### src/rtl/riscv_pkg.sv
// Shared definitions for the memory port arbiter: state/owner encodings,
// default bus widths, the grant record and the priority decision.
package riscv_pkg;

    localparam int ADDR_WIDTH_DEF = 32;
    localparam int DATA_WIDTH_DEF = 32;

    // Arbiter state encoding
    localparam logic ARB_IDLE = 1'b0;
    localparam logic ARB_RESP = 1'b1;

    // Owner of the access currently in flight
    localparam logic OWN_CPU = 1'b0;
    localparam logic OWN_DBG = 1'b1;

    typedef struct packed {
        logic cpu;
        logic dbg;
    } arb_grant_t;

    // CPU has fixed priority unless DBG has waited long enough to force its turn.
    function automatic arb_grant_t arb_pick(input logic req_cpu,
                                            input logic req_dbg,
                                            input logic dbg_starved);
        arb_grant_t g;
        g.cpu = req_cpu && !(req_dbg && dbg_starved);
        g.dbg = req_dbg && !g.cpu;
        return g;
    endfunction

endpackage

### src/rtl/arb_starve_counter.sv
// Saturating wait counter for the low-priority requester. Counts cycles spent
// requesting without a grant; at_limit flags that the wait budget is used up.
module arb_starve_counter #(
    parameter int LIMIT = 4
) (
    input  logic clk,
    input  logic reset,
    input  logic inc,
    input  logic clr,
    output logic at_limit
);

    localparam int W = $clog2(LIMIT + 1);
    localparam logic [W-1:0] LIMIT_V = W'(LIMIT);

    logic [W-1:0] count;

    // Clear has priority over increment; hold once the limit is reached.
    always_ff @(posedge clk) begin
        if (reset || clr) begin
            count <= '0;
        end else if (inc && (count != LIMIT_V)) begin
            count <= count + W'(1);
        end
    end

    assign at_limit = (count == LIMIT_V);

endmodule

### src/rtl/mem_port_arbiter.sv
// Two-master arbiter in front of a single-port synchronous-read memory.
// CPU has fixed priority; DBG is guaranteed a slot after STARVE_LIMIT waits.
//
//   state    | meaning
//   ---------+--------------------------------------------------------------
//   ARB_IDLE | arbitrate; a granted read moves to ARB_RESP, writes stay here
//   ARB_RESP | memory returns read data to the owner; no grant; back to IDLE
module mem_port_arbiter
    import riscv_pkg::*;
#(
    parameter int ADDR_WIDTH   = ADDR_WIDTH_DEF,
    parameter int DATA_WIDTH   = DATA_WIDTH_DEF,
    parameter int STARVE_LIMIT = 4
) (
    input  logic                  clk,
    input  logic                  reset,

    input  logic                  cpu_req,
    input  logic                  cpu_we,
    input  logic [ADDR_WIDTH-1:0] cpu_addr,
    input  logic [DATA_WIDTH-1:0] cpu_wdata,
    output logic                  cpu_gnt,
    output logic                  cpu_rvalid,
    output logic [DATA_WIDTH-1:0] cpu_rdata,

    input  logic                  dbg_req,
    input  logic                  dbg_we,
    input  logic [ADDR_WIDTH-1:0] dbg_addr,
    input  logic [DATA_WIDTH-1:0] dbg_wdata,
    output logic                  dbg_gnt,
    output logic                  dbg_rvalid,
    output logic [DATA_WIDTH-1:0] dbg_rdata,

    output logic                  mem_en,
    output logic                  mem_we,
    output logic [ADDR_WIDTH-1:0] mem_addr,
    output logic [DATA_WIDTH-1:0] mem_wdata,
    input  logic [DATA_WIDTH-1:0] mem_rdata,

    output logic                  busy
);

    logic       state;
    logic       state_nxt;
    logic       owner;
    logic       owner_nxt;
    logic       in_idle;
    logic       in_resp;
    logic       dbg_starved;
    arb_grant_t win;

    // Outputs are forced quiet while reset is high, including a pending response.
    assign in_idle = !reset && (state == ARB_IDLE);
    assign in_resp = !reset && (state == ARB_RESP);

    arb_starve_counter #(
        .LIMIT (STARVE_LIMIT)
    ) u_starve (
        .clk      (clk),
        .reset    (reset),
        .inc      (dbg_req && !dbg_gnt),
        .clr      (!dbg_req || dbg_gnt),
        .at_limit (dbg_starved)
    );

    // Grant decision, only ever made in IDLE.
    always_comb begin
        win = '0;
        if (in_idle) begin
            win = arb_pick(cpu_req, dbg_req, dbg_starved);
        end
    end

    assign cpu_gnt = win.cpu;
    assign dbg_gnt = win.dbg;

    // Route the winner onto the memory port; idle port drives zeros.
    always_comb begin
        mem_en    = 1'b0;
        mem_we    = 1'b0;
        mem_addr  = '0;
        mem_wdata = '0;
        if (win.cpu) begin
            mem_en    = 1'b1;
            mem_we    = cpu_we;
            mem_addr  = cpu_addr;
            mem_wdata = cpu_wdata;
        end else if (win.dbg) begin
            mem_en    = 1'b1;
            mem_we    = dbg_we;
            mem_addr  = dbg_addr;
            mem_wdata = dbg_wdata;
        end
    end

    // Next state/owner: a granted read waits one cycle for memory data.
    always_comb begin
        state_nxt = ARB_IDLE;
        owner_nxt = owner;
        if (state == ARB_IDLE) begin
            if (win.cpu) begin
                owner_nxt = OWN_CPU;
            end else if (win.dbg) begin
                owner_nxt = OWN_DBG;
            end
            if (mem_en && !mem_we) begin
                state_nxt = ARB_RESP;
            end
        end
    end

    // State and owner registers with synchronous reset.
    always_ff @(posedge clk) begin
        if (reset) begin
            state <= ARB_IDLE;
            owner <= OWN_CPU;
        end else begin
            state <= state_nxt;
            owner <= owner_nxt;
        end
    end

    // Response demux: only the owner sees data, everything else reads as zero.
    always_comb begin
        cpu_rvalid = in_resp && (owner == OWN_CPU);
        dbg_rvalid = in_resp && (owner == OWN_DBG);
        cpu_rdata  = cpu_rvalid ? mem_rdata : '0;
        dbg_rdata  = dbg_rvalid ? mem_rdata : '0;
    end

    assign busy = in_resp;

endmodule

### config.mk
export PLATFORM = sky130hd
export DESIGN_NAME = mem_port_arbiter
export DESIGN_NICKNAME = d
export VERILOG_FILES = /design/src/rtl/riscv_pkg.sv /design/src/rtl/arb_starve_counter.sv /design/src/rtl/mem_port_arbiter.sv
export SDC_FILE = /design/constraint.sdc
export NUM_CORES = 1
export LEC_CHECK = 0
export ABC_AREA = 1
export BUFFER_PORTS_ARGS = -buffer_cell sky130_fd_sc_hd__buf_4
export CORE_AREA = 5 5 115 117
export CTS_CLUSTER_SIZE = 40
export DETAILED_ROUTE_END_ITERATION = 10
export DIE_AREA = 0 0 120 122
export GPL_TIMING_DRIVEN = 1
export PLACE_DENSITY_LB_ADDON = 0.15
export SLEW_MARGIN = 20
export SYNTH_ARGS = -nofsm -noshare
export SYNTH_HDL_FRONTEND = slang
export SYNTH_SLANG_ARGS = --single-unit
### constraint.sdc
create_clock -name clk -period 1.55 [get_ports clk]
set_clock_uncertainty 0.2 [all_clocks]
set_input_delay 0.2325 -clock clk [delete_from_list [all_inputs] [get_ports clk]]
set_output_delay 0.2325 -clock clk [all_outputs]
set_load 0.01 [all_outputs]
==> results of run 1 <==
[synthesized netlist by cell type]
library cell	count
dfxtp_1	5
inv_1	41
nor2_1	69
o21ai_0	1
ha_1	2
a21oi_1	2
nand3_1	4
nand2_1	200
inv_2	2
nor2_2	2
buf_2	4
buf_4	3
nor3_1	1
xor2_1	1
buf_6	4
clkbuf_1	9
nand2_2	1
nand3b_1	1
nand4_1	2
[routing by layer]
layer / wire length, microns / vias up / share of wire
met3: 1177 / 9 / 0.092
met1: 4161 / 1513 / 0.32
met2: 7422 / 176 / 0.58
li1: - / 1701 / -
met4: 92 / 0 / 0.0072
met5: 0 / - / 0
[layout make-up]
type | instances | share of cell area
Timing Repair inverter | 1 | 0.001974
Multi-Input combinational cell | 286 | 0.3169
Timing Repair Buffer | 351 | 0.5844
Sequential cell | 5 | 0.01820
Tap cell | 150 | 0.03289
Inverter | 43 | 0.03180
Clock buffer | 4 | 0.01382
[registers in the layout (all words and copies together) (netlist names)]
name,cells
owner,1
state,1
u_starve.count,3
[cells by family after synthesis]
kind of cell	after synthesis	share of synthesized area
xor+xnor	1	0.005820
simple gates	280	0.7132
fa+ha+maj	2	0.01662
flops	5	0.06650
compound gates	3	0.009972
buf+inv	63	0.1879
[path summary, 6_finish.rpt]
kind,startpoint,to,slack [ns],depth (start not counted)
max,u_starve.count[1]$_SDFFE_PP0P_,mem_addr[20],-0.47,10
min,reset,owner$_SDFFE_PP0P_,0.20,5
max reg2reg,u_starve.count[1]$_SDFFE_PP0P_,state$_SDFF_PP0_,-0.17,12
min reg2reg,u_starve.count[2]$_SDFFE_PP0P_,u_starve.count[2]$_SDFFE_PP0P_,0.31,2
[metrics by stage]
| stage | worst slack [ns] | power (uW) | std cells | hold slack (ns) |
|---|---|---|---|---|
| 2_1_floorplan | -0.09024 | 490.6 | 354 | 0.1636 |
| 3_3_place_gp | -0.2496 | 1144 | 809 | 0.2871 |
| 3_5_place_dp | -0.2686 | 1150 | 809 | 0.2851 |
| 4_1_cts | -0.4597 | 1807 | 834 | 0.1726 |
| 5_1_grt | -0.5313 | 2029 | 840 | 0.2229 |
| 6_report | -0.4704 | 1908 | 840 | 0.2013 |
[worst min-delay path, cell delays in order]
cell,delay [ns]
buf_4,0.09
inv_2,0.03
buf_4,0.13
o21ai_0,0.06
nor2_1,0.04
[what timing repair did]
item | CTS | global route
buffers inserted | 10 | 7
hold buffers | 0 | 0
gates resized for setup | 172 | 105
setup endpoints to repair | 134 | 137
gates cloned | 11 | 6
pin swaps | 4 | 17
[where the power goes]
group	switching (uW)	internal [uW]
Sequential	4.41	137
Combinational	576	764
Clock	85.7	341
Total	666	1240
==> out/metrics.yaml, run 1 <==
synth_top_area_share: 0.4988
ant_nets: 0
drt_first_iter_violations: 71
wl_mm: 12.85
layout-drive-gt1-share: 0.7449
slew_headroom: 0.8555
rows: 41
grt_pass1_vias: 3433
final_core_util: 0.4654
setup_slack_ns: -0.4704
endpoint_kind: "primary output"
peakVddDrop_uv: 246.4
avgViaCountPerCell: 4.046
worstSetupStartpointType: "register"
cts_tree: "done"
drt-pass1-iter-count: 4
layout_common_cells: "241 x buf_4, 117 x nand2_1, 85 x buf_6"
max_clock_freq_mhz: 495.0
grt_max_degree: 17
die-area_sq_um: 14640
clk_root_buffer_cell: "clkbuf_16"
cts.sinks: 5
die_y_microns: 122
antenna_found_initial: 0
syn-mean-instance-area_sq_um: 4.252
coreArea_sq_um: 12260
cpPeakStageDelay_ns: 0.33
rsz0062_at_grt: "yes"
crit_required_ns: 1.12
areaGrowthSynthToFinish_pct: 279.1
violations: "setup timing"
design_area_sq_um: 5705
regArea_sq_um: 103.9
drc: 0
grtUsageMet2: 0.3295
yosysSeqAreaShare: 0.06650
worstPathMaxFanout: 8
cp_num_buf_inv: 4
drv_slew: 0
grt_first_pass_wirelength_mm: 18.03
dp_hpwl_mm: 9.255
status: "complete, but fails checks"
wl_per_cell_microns: 15.30
ys_ff_latch: 5
finalHoldViolCount: 0
h-tree-depth: 1
cellLeakagePower_uw: 0.003069
vias: 3399
clk_latency_ns: 0.23
gr-usage-all-layers: 0.1542
use_met3: 0.04318
clkTransAtPathRegs_ns: 0.03
place.gp.congestion: 0.8918
setup_tns_ns: -44.29
cts-buffers-inserted: 3
synthTopCellsByArea: "nand2_1 50%, nor2_1 17%, inv_1 10%"
port_buffers: 300
dpl_cell_area_sq_um: 4227
use_met1: 0.1466
multi_input_area_sq_um: 1808
worstHoldPathType: "in2reg"
critical_path.top_delay_family: "buffers and inverters"
ys_warn_count: 0
synthCells: 354
dieWidth_microns: 120
finalSetupViolations: 138
slowest_stage: "dfxtp_2"
synthesis.nets: 522
power_density_nw_per_um2: 334.4
antennaDiodeCount: 0
fin_crit_sh: 1.303
io_pins: 301
post-synth-top-area-cell: "nand2_1"
post_synth_num_cell_types: 19
worstPathArrival_ns: 1.59
critPathKind: "reg2out"
maxCapViolCount: 0
crit_chain: "inv_2, ha_4, nand3_4, nand2_4, nand2_4, clkinv_8, clkbuf_16, nand2_1, nand2_2, buf_4"
top_usage_layer: "met2"
start_util: 0.1228
final_common_cell: "buf_4"
clk_path_buf_depth: 2
worst_slew_pin_slew_ns: 0.2166
synth_area_sq_um: 1505
finalNetCount: 859
grt_overflow: 0
crit_top_cell: "nand2_4"
period_needed_ns: 2.020
nFillCells: 1195
(Power assumes the default switching activity.)
==> run 2: changes to the inputs <==
--- a/config.mk
+++ b/config.mk
@@ -13,6 +13,7 @@
 export DIE_AREA = 0 0 120 122
 export GPL_TIMING_DRIVEN = 1
 export PLACE_DENSITY_LB_ADDON = 0.15
+export SETUP_SLACK_MARGIN = 0.05
 export SLEW_MARGIN = 20
 export SYNTH_ARGS = -nofsm -noshare
 export SYNTH_HDL_FRONTEND = slang
==> run 2 against run 1 <==
The run still ends with setup timing left. Highest routed layer unchanged. Critical endpoint is now mem_wdata[2]. Sequential power barely moved. Routed wire length rose by 3.7%. Critical path depth did not move.
==> out/metrics.yaml, run 2 (synthesis gave the netlist of run 1 again) <==
layout-drive-gt1-share: 0.7430
finalPower_uw: 1966
drt_first_iter_violations: 54
intPower_uw: 1253
clk_path_buf_depth: 2
design_area_sq_um: 5847
clk_latency_ns: 0.23
max_clock_freq_mhz: 494.3
layout_common_cells: "211 x buf_4, 125 x nand2_1, 106 x buf_6"
grt_pass1_vias: 3351
wl_per_cell_microns: 16.05
holdWs_ns: 0.1973
rows: 41
avgViaCountPerCell: 4.091
rsz0062_at_grt: "yes"
ant_nets: 0
grt_overflow: 0
p_seq_frac: 0.072
cellLeakagePower_uw: 0.003094
drv_slew: 0
gr-usage-all-layers: 0.1565
fin_crit_sh: 1.305
dp_hpwl_mm: 9.125
worstSetupStartpointType: "register"
worstPathMaxFanout: 13
clkTransAtPathRegs_ns: 0.04
crit_required_ns: 1.12
finalNetCount: 850
period_needed_ns: 2.023
drc: 0
h-tree-depth: 1
worstHoldPathType: "in2reg"
critPathKind: "reg2out"
setup_slack_ns: -0.4730
die_y_microns: 122
regMostFlops: "u_starve.count"
worstPathArrival_ns: 1.59
io_pins: 301
layoutNonFillerInstCount: 831
cts_tree: "done"
slew_headroom: 0.8470
dpl_cell_area_sq_um: 4220
grt_max_degree: 19
clkPwrFrac: 0.225
violations: "setup timing"
largestRegisters: "u_starve.count: 3 flops, owner: 1 flops, state: 1 flops"
drt-pass1-iter-count: 4
vias: 3400
place.gp.congestion: 0.8636
p_sw_uw: 713.3
antennaDiodeCount: 0
power_density_nw_per_um2: 336.2
grt_first_pass_wirelength_mm: 17.93
placedCellCount: 804
largest_reg_flops: 3
endpoint_kind: "primary output"
finalSetupViolations: 135
finalHoldViolCount: 0
peakVddDrop_uv: 258.3
cts-buffers-inserted: 3
antenna_found_initial: 0
wl_mm: 13.33
pwr-share-comb: 0.703
final_core_util: 0.4769
die-area_sq_um: 14640
start_util: 0.1228
maxCapViolCount: 0
coreArea_sq_um: 12260
worst_slew_pin_slew_ns: 0.2288
clk_root_buffer_cell: "clkbuf_16"
areaGrowthSynthToFinish_pct: 288.4
final_common_cell: "buf_4"
port_buffers: 300
cts.sinks: 5
p_sw_frac: 0.3628
status: "complete, but fails checks"
dieWidth_microns: 120
==> run 2: path summary, 6_finish.rpt <==
path         slack (ns)                      startpoint                              to  depth (start not counted)
max               -0.47  u_starve.count[1]$_SDFFE_PP0P_                    mem_wdata[2]                         10
min                0.20                           reset              owner$_SDFFE_PP0P_                          5
max reg2reg       -0.18  u_starve.count[1]$_SDFFE_PP0P_                state$_SDFF_PP0_                         12
min reg2reg        0.29  u_starve.count[1]$_SDFFE_PP0P_  u_starve.count[1]$_SDFFE_PP0P_                          2
==> run 2: area by class of cell <==
class | count | area, sq um
inverters | 43 | 183.9
repair buffers | 343 | 3368
well taps | 150 | 187.7
clock buffers | 4 | 78.83
fillers | 1177 | 6414
flip-flops and latches | 5 | 103.9
multi-input cells | 286 | 1924
==> run 2: power by group through the flow <==
stage | logic, uW | clock network (uW) | registers (uW)
global placement | 998 | 0 | 142
finish | 1380 | 442 | 142
global route | 1470 | 458 | 143
CTS | 1260 | 450 | 142
detailed placement | 1010 | 0 | 142
floorplan | 363 | 0 | 142
==> run 2: timing repair <==
item	in CTS	in global routing
hold endpoints to repair	0	0
setup buffers	10	6
pin swaps	3	12
hold buffers	0	0
setup endpoints to repair	135	136
resized for setup	147	158
gates cloned	12	4
==> run 2: critical path, cell delays in order (launching register included) <==
cell     delay (ns)
dfxtp_2        0.32
inv_2          0.05
ha_4           0.16
nand3_4        0.07
nand2_4        0.07
nor2_4         0.11
buf_12         0.16
buf_16         0.16
nand2_1        0.07
nand2_1        0.08
buf_6          0.10
==> run 2: per-stage QoR <==
stage / setup TNS [ns] / setup slack [ns]
3_5_place_dp: -19.16 / -0.3042
6_report: -48.29 / -0.4730
5_1_grt: -56.91 / -0.5469
4_1_cts: -49.03 / -0.4788
2_1_floorplan: -3.816 / -0.08887
3_3_place_gp: -16.91 / -0.2784
==> run 2: per-layer routing <==
layer	wire, microns	vias to the layer above	track usage
met5	0	-	0
met3	1156	23	0.03946
li1	-	1681	-
met4	325	0	0.05082
met2	7598	195	0.3231
met1	4253	1501	0.1482
==> run 3: changes to the inputs <==
--- a/config.mk
+++ b/config.mk
@@ -7,14 +7,16 @@
 export LEC_CHECK = 0
 export ABC_AREA = 1
 export BUFFER_PORTS_ARGS = -buffer_cell sky130_fd_sc_hd__buf_4
-export CORE_AREA = 5 5 115 117
+export CORE_AREA = 5 5 113 115
+export CTS_BUF_LIST = sky130_fd_sc_hd__clkbuf_4 sky130_fd_sc_hd__clkbuf_8
 export CTS_CLUSTER_SIZE = 40
 export DETAILED_ROUTE_END_ITERATION = 10
-export DIE_AREA = 0 0 120 122
+export DIE_AREA = 0 0 118 120
 export GPL_TIMING_DRIVEN = 1
 export PLACE_DENSITY_LB_ADDON = 0.15
 export SETUP_SLACK_MARGIN = 0.05
 export SLEW_MARGIN = 20
 export SYNTH_ARGS = -nofsm -noshare
 export SYNTH_HDL_FRONTEND = slang
+export SYNTH_HIERARCHICAL = 1
 export SYNTH_SLANG_ARGS = --single-unit
==> run 3 against run 2 <==
The flow still finishes with violations (setup timing). First-iteration DRC count up 37%. Critical path depth up 2. Register-to-register slack worse by 0.21 ns. Clock power down 39%. Sequential power about the same. Via count up 2.1%. Critical endpoint is now mem_addr[8]. Routed wire length up 1.5%.
==> out/metrics.yaml, run 3 <==
place.gp.congestion: 0.8364
violations: "setup timing"
antenna_found_initial: 0
synth_top_area_share: 0.5041
nFillCells: 1112
io_pins: 301
period_needed_ns: 2.094
ys_ff_latch: 5
yosysSeqAreaShare: 0.06590
dp_hpwl_mm: 9.091
use_met1: 0.1728
syn-mean-instance-area_sq_um: 4.184
wl_mm: 13.53
avgViaCountPerCell: 4.138
layout_common_cells: "220 x buf_4, 102 x nand2_1, 101 x buf_6"
finalNetCount: 861
post-synth-top-area-cell: "nand2_1"
ys_warn_count: 6
clk_root_buffer_cell: "clkbuf_8"
worstPathArrival_ns: 1.66
peakVddDrop_uv: 427.7
drt-pass1-iter-count: 4
clk_path_buf_depth: 2
cts-buffers-inserted: 3
wl_per_cell_microns: 16.13
rsz0062_at_grt: "yes"
drt_first_iter_violations: 74
finalHoldViolCount: 0
critical_path.top_delay_family: "buffers and inverters"
placedCellCount: 811
synthTopCellsByArea: "nand2_1 50%, nor2_1 18%, inv_1 11%"
crit_chain: "inv_2, ha_4, nand2_4, inv_2, nand2_2, nand2_4, nor2_4, buf_4, clkbuf_16, nand2_1, nand2_2, buf_4"
vias: 3472
synth_area_sq_um: 1519
grt_pass1_vias: 3523
critPathKind: "reg2out"
cellLeakagePower_uw: 0.003193
final_common_cell: "buf_4"
finalSetupViolations: 139
finalPower_uw: 1775
cts.sinks: 5
gr-usage-all-layers: 0.1603
crit_required_ns: 1.12
grt_max_degree: 27
ant_nets: 0
endpoint_kind: "primary output"
die-area_sq_um: 14160
status: "complete, but fails checks"
cp.depth: 12
worstPathMaxFanout: 12
max_clock_freq_mhz: 477.5
die_y_microns: 120
drc: 0
ff2ff_path_depth: 15
areaGrowthSynthToFinish_pct: 286.7
hp-start: "reset"
drv_slew: 0
ys_top_cells_by_count: "204 x nand2_1, 74 x nor2_1, 46 x inv_1, 8 x clkbuf_1, 6 x buf_2"
clk_latency_ns: 0.23
synth_edf_count: 0
r2r-start: "u_starve/count[0]$_SDFFE_PP0P_"
post_synth_num_cell_types: 17
slew_headroom: 0.8100
worst_slew_pin_slew_ns: 0.2840
synth_most_common_cell: "nand2_1"
rrSetupSlack_ns: -0.39
power_density_nw_per_um2: 302.2
async_flop_share: 0
grtUsageMet2: 0.3193
maxCapViolCount: 0
fin_crit_sh: 1.351
layoutNonFillerInstCount: 839
antennaDiodeCount: 0
largestRegisters: "u_starve/count: 3 flops, owner: 1 flops, state: 1 flops"
grt_first_pass_wirelength_mm: 18.76
grt_overflow: 0
rows: 40
dpl_worst_slack_ns: -0.3840
port_buffers: 300
min_delay_path_depth: 3
cp_num_buf_inv: 5
worstHoldPathType: "in2reg"
largest_reg_flops: 3
use_met3: 0.02922
start_util: 0.1297
cts_tree: "done"
worst_hold_path.endpoint: "owner$_SDFFE_PP0P_"
cpPeakStageDelay_ns: 0.32
setup_slack_ns: -0.5441
regMostFlops: "u_starve/count"
dieWidth_microns: 118
worstSetupStartpointType: "register"
clkTransAtPathRegs_ns: 0.04
synth_flop_cell: "dfxtp_1"
coreArea_sq_um: 11710
layout-drive-gt1-share: 0.7731
slowest_stage: "dfxtp_2"
synthesis.nets: 531
r2r_end: "u_starve/count[0]$_SDFFE_PP0P_"
synthCells: 363
top_usage_layer: "met2"
h-tree-depth: 1
run 3: cell type report:
type	instances	area, sq um	share of cell area
clock buffer	4	48.80	0.008307
inverter	47	198.9	0.03387
multi-input combinational	291	2056	0.3499
sequential	5	103.9	0.01768
tap	147	183.9	0.03131
timing repair buffer	344	3272	0.5570
timing repair inverter	1	11.26	0.001917
run 3: worst max path at each step:
stage	startpoint	to	slack, ns
after floorplan	u_starve/count[1]$_SDFFE_PP0P_	mem_addr[0]	-0.20
after global placement	u_starve/count[1]$_SDFFE_PP0P_	mem_addr[14]	-0.36
after detailed placement	u_starve/count[0]$_SDFFE_PP0P_	mem_addr[14]	-0.38
after CTS	u_starve/count[1]$_SDFFE_PP0P_	mem_addr[23]	-0.53
after global routing	u_starve/count[1]$_SDFFE_PP0P_	mem_wdata[4]	-0.63
final	u_starve/count[0]$_SDFFE_PP0P_	mem_addr[8]	-0.54
run 3: metrics by stage:
| stage | TNS [ns] | hold slack (ns) | util | cell area [sq um] |
|---|---|---|---|---|
| after floorplan | -10.78 | 0.1118 | - | 1785 |
| after global placement | -23.75 | 0.3252 | 0.3642 | 4265 |
| after CTS | -59.43 | 0.1222 | 0.4571 | 5353 |
| after global routing | -64.50 | 0.1375 | 0.5016 | 5874 |
| final | -53.92 | 0.1230 | 0.5016 | 5874 |
| after detailed placement | -26.83 | 0.3352 | 0.3642 | 4265 |
run 3: cell families (layout without fill, tap and decap cells):
family,after synthesis,in the layout,synth area share
buffers and inverters,67,396,0.1903
AO/OA/AOI/OAI,4,4,0.01483
flip-flops,5,5,0.06590
AND/OR/NAND/NOR,285,285,0.7125
adder cells (fa/ha/maj),2,2,0.01647
run 3: what timing repair did:
action | CTS | global route
resized for setup | 168 | 167
hold buffers | 0 | 0
gates cloned | 11 | 5
setup buffers | 17 | 1
pin swaps | 6 | 26
endpoints found under the setup margin | 139 | 140
run 3: per-layer routing:
layer  up-vias  part of all wire
li1       1704                 -
met1      1566              0.35
met2       173              0.56
met3        29             0.059
met4         0             0.030
met5         -                 0
run 3: worst reg2reg max path: stages, from the launching register on:
cell     delay [ns]
dfxtp_2        0.32
inv_2          0.05
ha_4           0.16
nand2_4        0.05
inv_2          0.03
nand2_2        0.06
nand2_4        0.07
nand3_4        0.14
inv_8          0.07
buf_6          0.14
buf_6          0.11
nor2_4         0.15
inv_2          0.06
nor2_4         0.11
nand2_1        0.06
nor2_1         0.10
run 3: where the power goes:
group	internal, uW	switching (uW)	total [uW]
sequential	137	5.44	142
clock	195	74.8	270
combinational	747	616	1360
total	1080	696	1780
